**config.mk**
```make
export PLATFORM = sky130hd
export DESIGN_NAME = fast_pat_sequencer
export DESIGN_NICKNAME = d
export VERILOG_FILES = /design/src/rtl/fast_pat_pkg.sv /design/src/rtl/fast_pat_tbl.sv /design/src/rtl/fast_pat_sequencer.sv
export SDC_FILE = /design/constraint.sdc
export NUM_CORES = 1
export LEC_CHECK = 0
export CAP_MARGIN = 20
export CORE_UTILIZATION = 53
export CTS_CLUSTER_DIAMETER = 120
export CTS_CLUSTER_SIZE = 16
export DETAILED_ROUTE_END_ITERATION = 6
export MAX_ROUTING_LAYER = met4
export PLACE_DENSITY_LB_ADDON = 0.05
export REMOVE_ABC_BUFFERS = 1
export SLEW_MARGIN = 20
export SYNTH_ARGS = -nofsm -noshare
export SYNTH_HDL_FRONTEND = slang
export SYNTH_HIERARCHICAL = 1
export SYNTH_SLANG_ARGS = --single-unit
export TNS_END_PERCENT = 1
```
**constraint.sdc**
```tcl
create_clock -name clk -period 5.1 [get_ports clk]
set_clock_uncertainty 0.05 [all_clocks]
set_input_delay 1.53 -clock clk [delete_from_list [all_inputs] [get_ports clk]]
set_output_delay 1.53 -clock clk [all_outputs]
set_load 0.01 [all_outputs]
```
**src/rtl/fast_pat_pkg.sv**
```systemverilog
// Shared types and sizing for the fast-pattern frame sequencer.
// Table geometry and the sequencer state encoding live here.
package fast_pat_pkg;

  localparam int TBL_DEPTH = 16;
  localparam int ADDR_W    = 13;
  localparam int IDX_W     = $clog2(TBL_DEPTH);
  localparam int LEN_W     = IDX_W + 1;

  typedef enum logic [2:0] {
    IDLE,
    LOAD,
    WAIT_IDLE,
    TRIG,
    WAIT_BUSY,
    IN_FRAME,
    GAP,
    ADV
  } seq_state_e;

endpackage

```
**src/rtl/fast_pat_tbl.sv**
```systemverilog
// Pattern base-address table: one write port, one async read port.
// Contents are intentionally not reset.
module fast_pat_tbl
  import fast_pat_pkg::*;
(
  input  logic              clk,
  input  logic              we,
  input  logic [IDX_W-1:0]  waddr,
  input  logic [ADDR_W-1:0] wdata,
  input  logic [IDX_W-1:0]  raddr,
  output logic [ADDR_W-1:0] rdata
);

  logic [ADDR_W-1:0] mem [TBL_DEPTH];

  always_ff @(posedge clk) begin
    if (we) mem[waddr] <= wdata;
  end

  assign rdata = mem[raddr];

endmodule

```
**src/rtl/fast_pat_sequencer.sv**
```systemverilog
// Frame scheduler: walks the pattern table, triggers the DMD timing
// generator and tracks its frame_busy handshake, gap and repeat count.
module fast_pat_sequencer
  import fast_pat_pkg::*;
#(
  parameter int BUSY_TIMEOUT = 4096
) (
  input  logic              clk,
  input  logic              rst,
  input  logic              tbl_we,
  input  logic [IDX_W-1:0]  tbl_waddr,
  input  logic [ADDR_W-1:0] tbl_wdata,
  input  logic [LEN_W-1:0]  seq_len,
  input  logic [15:0]       repeat_cnt,
  input  logic [15:0]       gap_cycles,
  input  logic              start,
  input  logic              stop,
  input  logic              frame_busy,
  output logic              frame_trig,
  output logic [ADDR_W-1:0] pat_base_addr,
  output logic [IDX_W-1:0]  pat_index,
  output logic              seq_active,
  output logic              seq_done,
  output logic              timeout_err,
  output logic [31:0]       frame_cnt
);

  localparam int TO_W = $clog2(BUSY_TIMEOUT + 1);
  localparam logic [TO_W-1:0] TO_LAST =
    TO_W'(BUSY_TIMEOUT - 1);

  seq_state_e        state;
  logic [IDX_W-1:0]  idx;
  logic [LEN_W-1:0]  len_r;
  logic [15:0]       rep_r;
  logic [15:0]       gap_r;
  logic [15:0]       pass;
  logic [15:0]       gcnt;
  logic [TO_W-1:0]   to_cnt;
  logic              busy_q;
  logic              stop_pend;
  logic [ADDR_W-1:0] tbl_rdata;

  logic        stop_any;
  logic        busy_fall;
  logic        last_idx;
  logic        start_ok;
  logic [15:0] pass_nxt;

  fast_pat_tbl u_tbl (
    .clk   (clk),
    .we    (tbl_we),
    .waddr (tbl_waddr),
    .wdata (tbl_wdata),
    .raddr (idx),
    .rdata (tbl_rdata)
  );

  assign stop_any  = stop | stop_pend;
  assign busy_fall = busy_q & ~frame_busy;
  assign last_idx  = ({1'b0, idx} == len_r - LEN_W'(1));
  assign pass_nxt  = pass + 16'd1;
  assign start_ok  = start & ~stop
                   & (seq_len != '0)
                   & (seq_len <= LEN_W'(TBL_DEPTH));
  assign seq_active = (state != IDLE);

  always_ff @(posedge clk or posedge rst) begin
    if (rst) begin
      state         <= IDLE;
      idx           <= '0;
      len_r         <= '0;
      rep_r         <= '0;
      gap_r         <= '0;
      pass          <= '0;
      gcnt          <= '0;
      to_cnt        <= '0;
      busy_q        <= 1'b0;
      stop_pend     <= 1'b0;
      frame_trig    <= 1'b0;
      pat_base_addr <= '0;
      pat_index     <= '0;
      seq_done      <= 1'b0;
      timeout_err   <= 1'b0;
      frame_cnt     <= '0;
    end else begin
      busy_q     <= frame_busy;
      frame_trig <= 1'b0;
      seq_done   <= 1'b0;
      if (state != IDLE && stop) stop_pend <= 1'b1;
      unique case (state)
        IDLE: begin
          stop_pend <= 1'b0;
          if (start_ok) state <= LOAD;
        end
        LOAD: begin
          len_r       <= seq_len;
          rep_r       <= repeat_cnt;
          gap_r       <= gap_cycles;
          idx         <= '0;
          pass        <= '0;
          frame_cnt   <= '0;
          timeout_err <= 1'b0;
          state       <= WAIT_IDLE;
        end
        WAIT_IDLE: begin
          if (stop_any) begin
            state     <= IDLE;
            seq_done  <= 1'b1;
            stop_pend <= 1'b0;
          // both samples low: never trigger into a busy generator
          end else if (!frame_busy && !busy_q) begin
            pat_base_addr <= tbl_rdata;
            pat_index     <= idx;
            frame_trig    <= 1'b1;
            state         <= TRIG;
          end
        end
        TRIG: begin
          to_cnt <= '0;
          state  <= WAIT_BUSY;
        end
        WAIT_BUSY: begin
          if (frame_busy) begin
            state <= IN_FRAME;
          end else if (to_cnt == TO_LAST) begin
            timeout_err <= 1'b1;
            state       <= IDLE;
            seq_done    <= 1'b1;
            stop_pend   <= 1'b0;
          end else begin
            to_cnt <= to_cnt + TO_W'(1);
          end
        end
        IN_FRAME: begin
          if (busy_fall) begin
            frame_cnt <= frame_cnt + 32'd1;
            if (stop_any) begin
              state     <= IDLE;
              seq_done  <= 1'b1;
              stop_pend <= 1'b0;
            end else if (gap_r == '0) begin
              state <= ADV;
            end else begin
              gcnt  <= gap_r;
              state <= GAP;
            end
          end
        end
        GAP: begin
          if (gcnt == 16'd1) begin
            if (stop_any) begin
              state     <= IDLE;
              seq_done  <= 1'b1;
              stop_pend <= 1'b0;
            end else begin
              state <= ADV;
            end
          end else begin
            gcnt <= gcnt - 16'd1;
          end
        end
        ADV: begin
          if (last_idx) begin
            idx  <= '0;
            pass <= pass_nxt;
          end else begin
            idx <= idx + IDX_W'(1);
          end
          if (stop_any ||
              (last_idx && rep_r != '0 &&
               pass_nxt == rep_r)) begin
            state     <= IDLE;
            seq_done  <= 1'b1;
            stop_pend <= 1'b0;
          end else begin
            state <= WAIT_IDLE;
          end
        end
        default: state <= IDLE;
      endcase
    end
  end

endmodule

```
# Yosys cells after proc, flatten, opt, wreduce, memory -nomap -nowiden
# Memories as Yosys holds them, arrays and structs flattened. A register that Yosys moved wholly into a read port is not among the register bits.
# Cells that the tools add are included.
dict set report classes {
  n_lt_le_gt_ge 1
  n_bitwise 8
  n_addsub 6
  reduce_logical 24
  n_eq_ne 23
  n_mux 49
}
# operator count
set ops {}
lappend ops {{$mux 16} 5}
lappend ops {{$pmux 16 s2} 2}
lappend ops {{$pmux 32 s2} 1}
lappend ops {{$add 32x1->32 const B} 1}
lappend ops {{$mux 32} 1}
lappend ops {{$mux 3} 9}
lappend ops {{$mux 13} 2}
lappend ops {{$pmux 13 s2} 1}
lappend ops {{$pmux 3 s8} 1}
lappend ops {{$mux 1} 21}
lappend ops {{$ne 2x2->1 const B} 10}
lappend ops {{$add 16x1->16 const B} 1}
lappend ops {{$eq 16x1->1 const B} 1}
lappend ops {{$eq 16x16->1} 1}
lappend ops {{$logic_not 16->1} 1}
lappend ops {{$reduce_bool 16->1} 1}
lappend ops {{$sub 16x1->16 const B} 1}
lappend ops {{$add 13x1->13 const B} 1}
lappend ops {{$eq 13x12->1 const B} 1}
lappend ops {{$eq 3x3->1 const B} 4}
lappend ops {{$reduce_and 5->1} 2}
lappend ops {{$reduce_bool 2->1} 5}
lappend ops {{$reduce_and 3->1} 3}
lappend ops {{$pmux 4 s2} 1}
lappend ops {{other kinds (22)} 34}
dict set report totals {
  in_bits 60
  register_bits 130
  ramBits 208
  memories 1
  out_inout_bits 53
}
# name depth width rd rd_ports_with_merged_regs write_ports line
set mem_list {}
lappend mem_list {u_tbl.mem 16 13 1 1 1 fast_pat_tbl.sv:14} ;# logic [ADDR_W-1:0] mem [TBL_DEPTH];

# Longest topological paths before layout
# Gate-level depths: netlist of run 1.
dict set report logic_depth {
  word_depth 7
  depth_mapped 11
}

# Modules after synthesis
# Netlist of run 1, hierarchy kept.
# mod area_each_um2 n_inst seq_area_each_um2 cells_per_inst
set by_module_without_submodules {}
lappend by_module_without_submodules {fast_pat_tbl 7982.7 1 6246.0 342}
lappend by_module_without_submodules {fast_pat_sequencer 7470.9 1 3578.4 812}

# Worst setup path after synthesis of run 1
# Ideal clock, no wire load.
dict set report synth_path {
  path_type {input to register}
  startpoint {input tbl_waddr[2]}
  endpoint {memory u_tbl.mem[0][0], enable pin}
  arrival_time_ns 2.975
  slack_ns 1.676
  n_path_buf 0
  required_ns 4.651
  cell_stages 2
  setup_time_ns 0.399
  path_cell_list {or3b_2 -> nor3_1}
}
# element line
set synth_lines {}
lappend synth_lines {{start: declaration} fast_pat_sequencer.sv:11} ;# input logic [IDX_W-1:0] tbl_waddr,
lappend synth_lines {{end: declaration} fast_pat_tbl.sv:14}
# No word-level cell before the write port.

# Worst setup path in the final report of run 1
dict set report layout_path {
  startpoint {register state[1]}
  endpoint {output seq_active}
}
dict set report layout_between {
  elab_chain_len 1
}
# element line
set layout_lines {}
lappend layout_lines {{start: declaration} fast_pat_sequencer.sv:32} ;# seq_state_e state;
lappend layout_lines {{start signal: assignment} fast_pat_sequencer.sv:70} ;# state <= IDLE;
lappend layout_lines {{start signal: assignment} fast_pat_sequencer.sv:94} ;# if (start_ok) state <= LOAD;
lappend layout_lines {{start signal: assignment} fast_pat_sequencer.sv:104} ;# state <= WAIT_IDLE;
lappend layout_lines {{$reduce_bool 3->1} fast_pat_sequencer.sv:66} ;# assign seq_active = (state != IDLE);
lappend layout_lines {{end: declaration} fast_pat_sequencer.sv:22} ;# output logic seq_active,
# No other way between the ends.

==> flow_metrics.py, run 1 <==
metrics = {
    "sta": {
        "min_period_ns": 3.817,
        "slew_headroom_pct": 30.03,
        "fmax_mhz": 262.0,
        "worstMarginPinSlew_ns": 1.046,
        "slew_violations": 0,
        "finalCritPeriodShare_pct": 74.85,
        "finalSetupViolCount": 0,
        "rsz0062_at_grt": "false",
        "tns_ns": 0,
        "hold_viol_final": 0,
    },
    "clock_network": {
        "cts.sinks": 351,
        "cts_max_level": 1,
        "cts_tree": "yes",
        "post_cts_resized": 0,
        "cts_inserted_buffers": 25,
        "cts_setup_buffers": 0,
        "cts_root_buf": "clkbuf_16",
        "ctsHoldBuffers": 0,
        "cts_buffer_depth": 3,
        "clkLatencyLatePin_ns": 0.55,
        "path_clk_slew_ns": 0.07,
    },
    "logic_synthesis": {
        "ys_seq_area_share_pct": 63.57,
        "synthTopCellsByArea": "edfxtp_1 (40%), dfrtp_1 (23%), nand2_1 (4.3%), mux4_1 (4.1%), mux4_2 (4.1%)",
        "yosys_warnings": 6,
        "synthDistinctLibCells": 68,
        "yosys_register_bits": 351,
        "synthCells": 1154,
        "syn-cell-area_um2": 15450,
        "synth-edff-count": 208,
        "synth_top_cell_by_area": "edfxtp_1",
        "syn_area_per_cell_um2": 13.39,
        "synthFlopType": "edfxtp_1",
        "async_flop_share_pct": 40.74,
        "yosysTopAreaCellShare_pct": 40.42,
    },
    "placed_design": {
        "hpwl_um": 21390,
        "gp_congestion": 0.8936,
        "port_buffers": 112,
    },
    "routing": {
        "totalWireLength_um": 32580,
        "firstDrtPassIters": 5,
        "routed_via_density": 5.691,
        "drtIter0Drc": 582,
        "drc": 0,
        "via_count": 9487,
        "ant_nets": 0,
        "wl_per_cell_um": 19.54,
    },
    "cells_and_area": {
        "fin_nets": 1336,
        "drive_gt1_share_pct": 10.60,
        "layout.cells.most_common": "edfxtp_1",
        "final_cell_mix": "edfxtp_1 (208), nand2_1 (175), dfrtp_1 (141)",
        "fin_util_pct": 61.84,
        "area.growth.synth_to_final_pct": 14.86,
        "n_antenna_cell": 0,
    },
    "critical_path": {
        "r2r_end": "gcnt[5]",
        "cp.arrival_ns": 2.24,
        "crit_required_ns": 3.52,
        "cp-start-kind": "register",
        "r2r_start": "state[1]",
        "setup.worst_path.end_class": "output pin",
        "criticalPathCategory": "register to output pin",
        "rrSetupSlack_ns": 2.01,
        "reg2regPathDepth": 7,
        "crit_fanout": 23,
    },
    "min_path": {
        "worstHoldStart": "gap_r[4]",
        "min_to": "gap_r[4]",
        "hold_depth": 2,
        "worstHoldPathType": "register to register",
    },
    "grt": {
        "met2_usage_pct": 37.28,
        "grt_util_met1_pct": 31.02,
        "top_usage_layer": "met2",
        "grtUsageTotal_pct": 22.83,
        "overflow": 0,
        "grt_use_met3_pct": 2.726,
        "grt_pass1_vias": 9436,
        "antenna_found_initial": 0,
        "grt_max_degree": 74,
        "grt_pass1_wl_um": 52380,
    },
    "pwr": {
        "vdd_drop_max_uv": 246.6,
        "power_mw": 7.144,
        "powerDensity_nw_per_um2": 402.5,
        "p_leak_nw": 6.507,
    },
    "die": {
        "rows": 62,
        "design.core.area_um2": 28700,
        "io_pins": 113,
        "die_width_um": 172.8,
        "die_h_um": 172.8,
        "start_util_pct": 53.84,
        "dieArea_um2": 29840,
    },
    "job": {
        "max_cap_viol_count": 0,
    },
    "status": {
        "outcome": "complete, no violations",
    },
}
layout make-up:
| class | instances | area [um2] |
|---|---|---|
| clock buffer | 40 | 681.9 |
| clock inverter | 1 | 20.02 |
| fill | 2268 | 10950 |
| inverter | 22 | 87.58 |
| multi-input combinational | 730 | 5314 |
| sequential | 351 | 9829 |
| tap | 384 | 480.5 |
| timing repair buffer | 139 | 1336 |
kinds of logic (layout without fill, tap and decap cells):
kind of cell | after synthesis | after routing | share of synthesized area, %
and+or+nand+nor | 431 | 431 | 13.55
DFF | 351 | 351 | 63.57
AOI/OAI and AO/OA | 154 | 154 | 6.736
buffers and inverters | 73 | 202 | 2.267
xor gates and xnor gates | 69 | 69 | 3.911
muxes | 69 | 69 | 9.400
adders and majority gates | 7 | 7 | 0.5667
per-layer routing:
| layer | wire, um | share of wire [%] | vias to the layer above |
|---|---|---|---|
| li1 | - | - | 4500 |
| met1 | 14790 | 45 | 4775 |
| met2 | 15960 | 49 | 171 |
| met3 | 1155 | 3.5 | 41 |
| met4 | 675 | 2.1 | 0 |
| met5 | 0 | 0 | - |
how the worst max path moves through the flow:
stage               start         end  cells after the start
2_1_floorplan         rst      busy_q                      1
3_3_place_gp   frame_busy     gcnt[6]                      9
3_5_place_dp   frame_busy     gcnt[8]                      9
4_1_cts          state[1]  seq_active                      2
5_1_grt        frame_busy     gcnt[7]                      9
6_report         state[1]  seq_active                      2
Yosys cell counts, types with 24 or more instances:
library cell and instances:
mux4_1 24, xor2_1 31, nand2_1 175, xnor2_1 38
a21oi_1 30, nor2_1 89, o21ai_0 37, edfxtp_1 208
nand3_1 34, mux4_2 28, clkbuf_1 28, a22oi_1 28
dfrtp_1 143
critical path: stages (launching register included):
cell,delay [ns]
dfrtp_1,0.67
or3_1,0.52
clkdlybuf4s50_1,0.50
sequential cells by signal, summed over array words and instances, names as in the netlist, 3 cells and up:
| register | cells |
|---|---|
| pat_base_addr | 13 |
| to_cnt | 13 |
| state | 3 |
| pat_index | 4 |
| pass | 16 |
| rep_r | 16 |
| idx | 4 |
| gap_r | 16 |
| len_r | 5 |
| gcnt | 16 |
| u_tbl/mem | 208 |
| frame_cnt | 32 |
where the power goes:
| part | leakage [nW] | total [mW] | switching [mW] | internal, mW |
|---|---|---|---|---|
| logic | 2.42 | 1.59 | 0.843 | 0.749 |
| clock network | 0.336 | 1.85 | 0.931 | 0.919 |
| registers | 3.75 | 3.70 | 0.350 | 3.35 |
per-stage QoR:
step / hold slack [ns] / instances / setup WS, ns / cell area [um2]
after global placement: 0.4368 / 1626 / 1.049 / 17050
after CTS: 0.4568 / 1667 / 1.259 / 17750
after detailed placement: 0.4388 / 1626 / 0.9679 / 17050
final: 0.4551 / 1667 / 1.283 / 17750
after floorplan: 0.4128 / 1103 / -0.3179 / 15190
after global routing: 0.4781 / 1667 / 1.184 / 17750
Power figures use the tool's default switching activity.
==> run 2: changes to the inputs <==
clock period = 3.4 ns   (was 5.1 ns; I/O delays follow)
==> flow_metrics.py, run 2 (synthesized netlist as in run 1, its figures left out) <==
metrics = {
    "status": {
        "outcome": "complete, no violations",
    },
    "sta": {
        "finalSetupViolCount": 0,
        "worstMarginPinSlew_ns": 0.7172,
        "slew_violations": 0,
        "slew_headroom_pct": 52.05,
        "rsz0062_at_grt": "false",
        "fmax_mhz": 320.2,
        "finalCritPeriodShare_pct": 91.86,
        "tns_ns": 0,
        "min_period_ns": 3.123,
        "hold_viol_final": 0,
    },
    "routing": {
        "route.met2.wl_um": 16040,
        "highest_layer": "met4",
        "wl_met3_um": 1383,
        "routed_via_density": 5.687,
        "totalWireLength_um": 32590,
        "wl_per_cell_um": 19.35,
        "firstDrtPassIters": 5,
        "drtIter0Drc": 719,
        "drc": 0,
        "ant_nets": 0,
        "via_count": 9577,
        "drt-met1-wl_um": 14430,
    },
    "job": {
        "max_cap_viol_count": 0,
    },
    "die": {
        "die_width_um": 172.8,
        "rows": 62,
        "die_h_um": 172.8,
        "start_util_pct": 53.84,
        "dieArea_um2": 29840,
        "design.core.area_um2": 28700,
        "io_pins": 113,
    },
    "clock_network": {
        "cts.sinks": 351,
        "ctsHoldBuffers": 0,
        "path_clk_slew_ns": 0.07,
        "cts_inserted_buffers": 25,
        "cts_buffer_depth": 3,
        "cts_tree": "yes",
        "cts_root_buf": "clkbuf_16",
        "cts_max_level": 1,
        "clkLatencyLatePin_ns": 0.56,
        "cts_setup_buffers": 0,
        "post_cts_resized": 0,
    },
    "critical_path": {
        "cp_num_cells": 2,
        "cp-start-kind": "register",
        "worstPathBufferInverterCount": 1,
        "critPathMaxStageDelay_ns": 0.56,
        "path_delay_family": "flip-flops",
        "cp.arrival_ns": 2.05,
        "setup.worst_path.end_class": "output pin",
        "reg2regPathDepth": 7,
        "critical-path-slowest-cell": "dfrtp_1",
        "crit_required_ns": 2.33,
        "crit_fanout": 15,
        "criticalPathCategory": "register to output pin",
        "path_cells": "or3_1, clkdlybuf4s50_1",
    },
    "placed_design": {
        "dpl-instance-area_um2": 17240,
        "hpwl_um": 21550,
        "port_buffers": 112,
        "gp_congestion": 0.8869,
    },
    "cells_and_area": {
        "largest_register_ffs": 208,
        "final_cell_mix": "edfxtp_1 (208), nand2_1 (175), dfrtp_1 (141)",
        "fin_util_pct": 62.51,
        "largest-register": "u_tbl/mem",
        "reg.largest.list": "u_tbl/mem x208, frame_cnt x32",
        "n_antenna_cell": 0,
        "fin_nets": 1354,
        "area.growth.synth_to_final_pct": 16.10,
        "drive_gt1_share_pct": 11.77,
        "layout.cells.most_common": "edfxtp_1",
        "nFillCells": 2239,
        "fin_area_um2": 17940,
    },
    "grt": {
        "grtUsageTotal_pct": 22.91,
        "grt_max_degree": 57,
        "grt_pass1_wl_um": 52080,
        "antenna_found_initial": 0,
        "grt_pass1_vias": 9540,
        "overflow": 0,
    },
    "pwr": {
        "p_leak_nw": 6.615,
        "vdd_drop_max_uv": 483.8,
        "powerDensity_nw_per_um2": 601.0,
    },
    "min_path": {
        "hold_depth": 1,
        "worstHoldPathType": "register to register",
    },
}
[run 2: final cells by class]
type | count | area [um2] | share of cell area, %
Clock buffer | 39 | 678.2 | 3.780
Timing Repair Buffer | 157 | 1534 | 8.550
Tap cell | 384 | 480.5 | 2.678
Clock inverter | 1 | 20.02 | 0.1116
Inverter | 22 | 87.58 | 0.4882
Sequential cell | 351 | 9829 | 54.79
Multi-Input combinational cell | 730 | 5311 | 29.60
[run 2: path summary, 6_finish.rpt]
kind	endpoint	from	slack, ns
max in group asynchronous	gap_r[1]	rst	1.84
worst min-delay path	pat_base_addr[1]	pat_base_addr[1]	0.46
worst max-delay path	seq_active	state[0]	0.28
worst min register to register	pat_base_addr[1]	pat_base_addr[1]	0.46
worst max register to register	seq_done	pass[2]	0.74
min in group asynchronous	pat_base_addr[11]	rst	0.80
[run 2: per-layer routing]
metal | up-vias | track usage, %
li1 | 4525 | -
met1 | 4803 | 30.64
met2 | 201 | 37.26
met3 | 48 | 2.990
met4 | 0 | 6.195
met5 | - | -
[run 2: where the power goes]
part	leakage (nW)	switching [mW]	internal [mW]
logic	2.53	1.29	1.17
clock network	0.334	1.40	1.37
registers	3.75	0.514	5.03
total	6.61	3.21	7.58
[run 2: through the flow]
step / worst slack [ns] / cells / hold WS (ns) / power (mW)
4_1_cts: 0.2632 / 1684 / 0.4622 / 10.90
5_1_grt: 0.2117 / 1684 / 0.4792 / 11.36
6_report: 0.2767 / 1684 / 0.4556 / 10.78
2_1_floorplan: -1.508 / 1103 / 0.4128 / 7.127
3_5_place_dp: 0.09885 / 1644 / 0.4460 / 8.113
3_3_place_gp: 0.1398 / 1644 / 0.4400 / 8.064
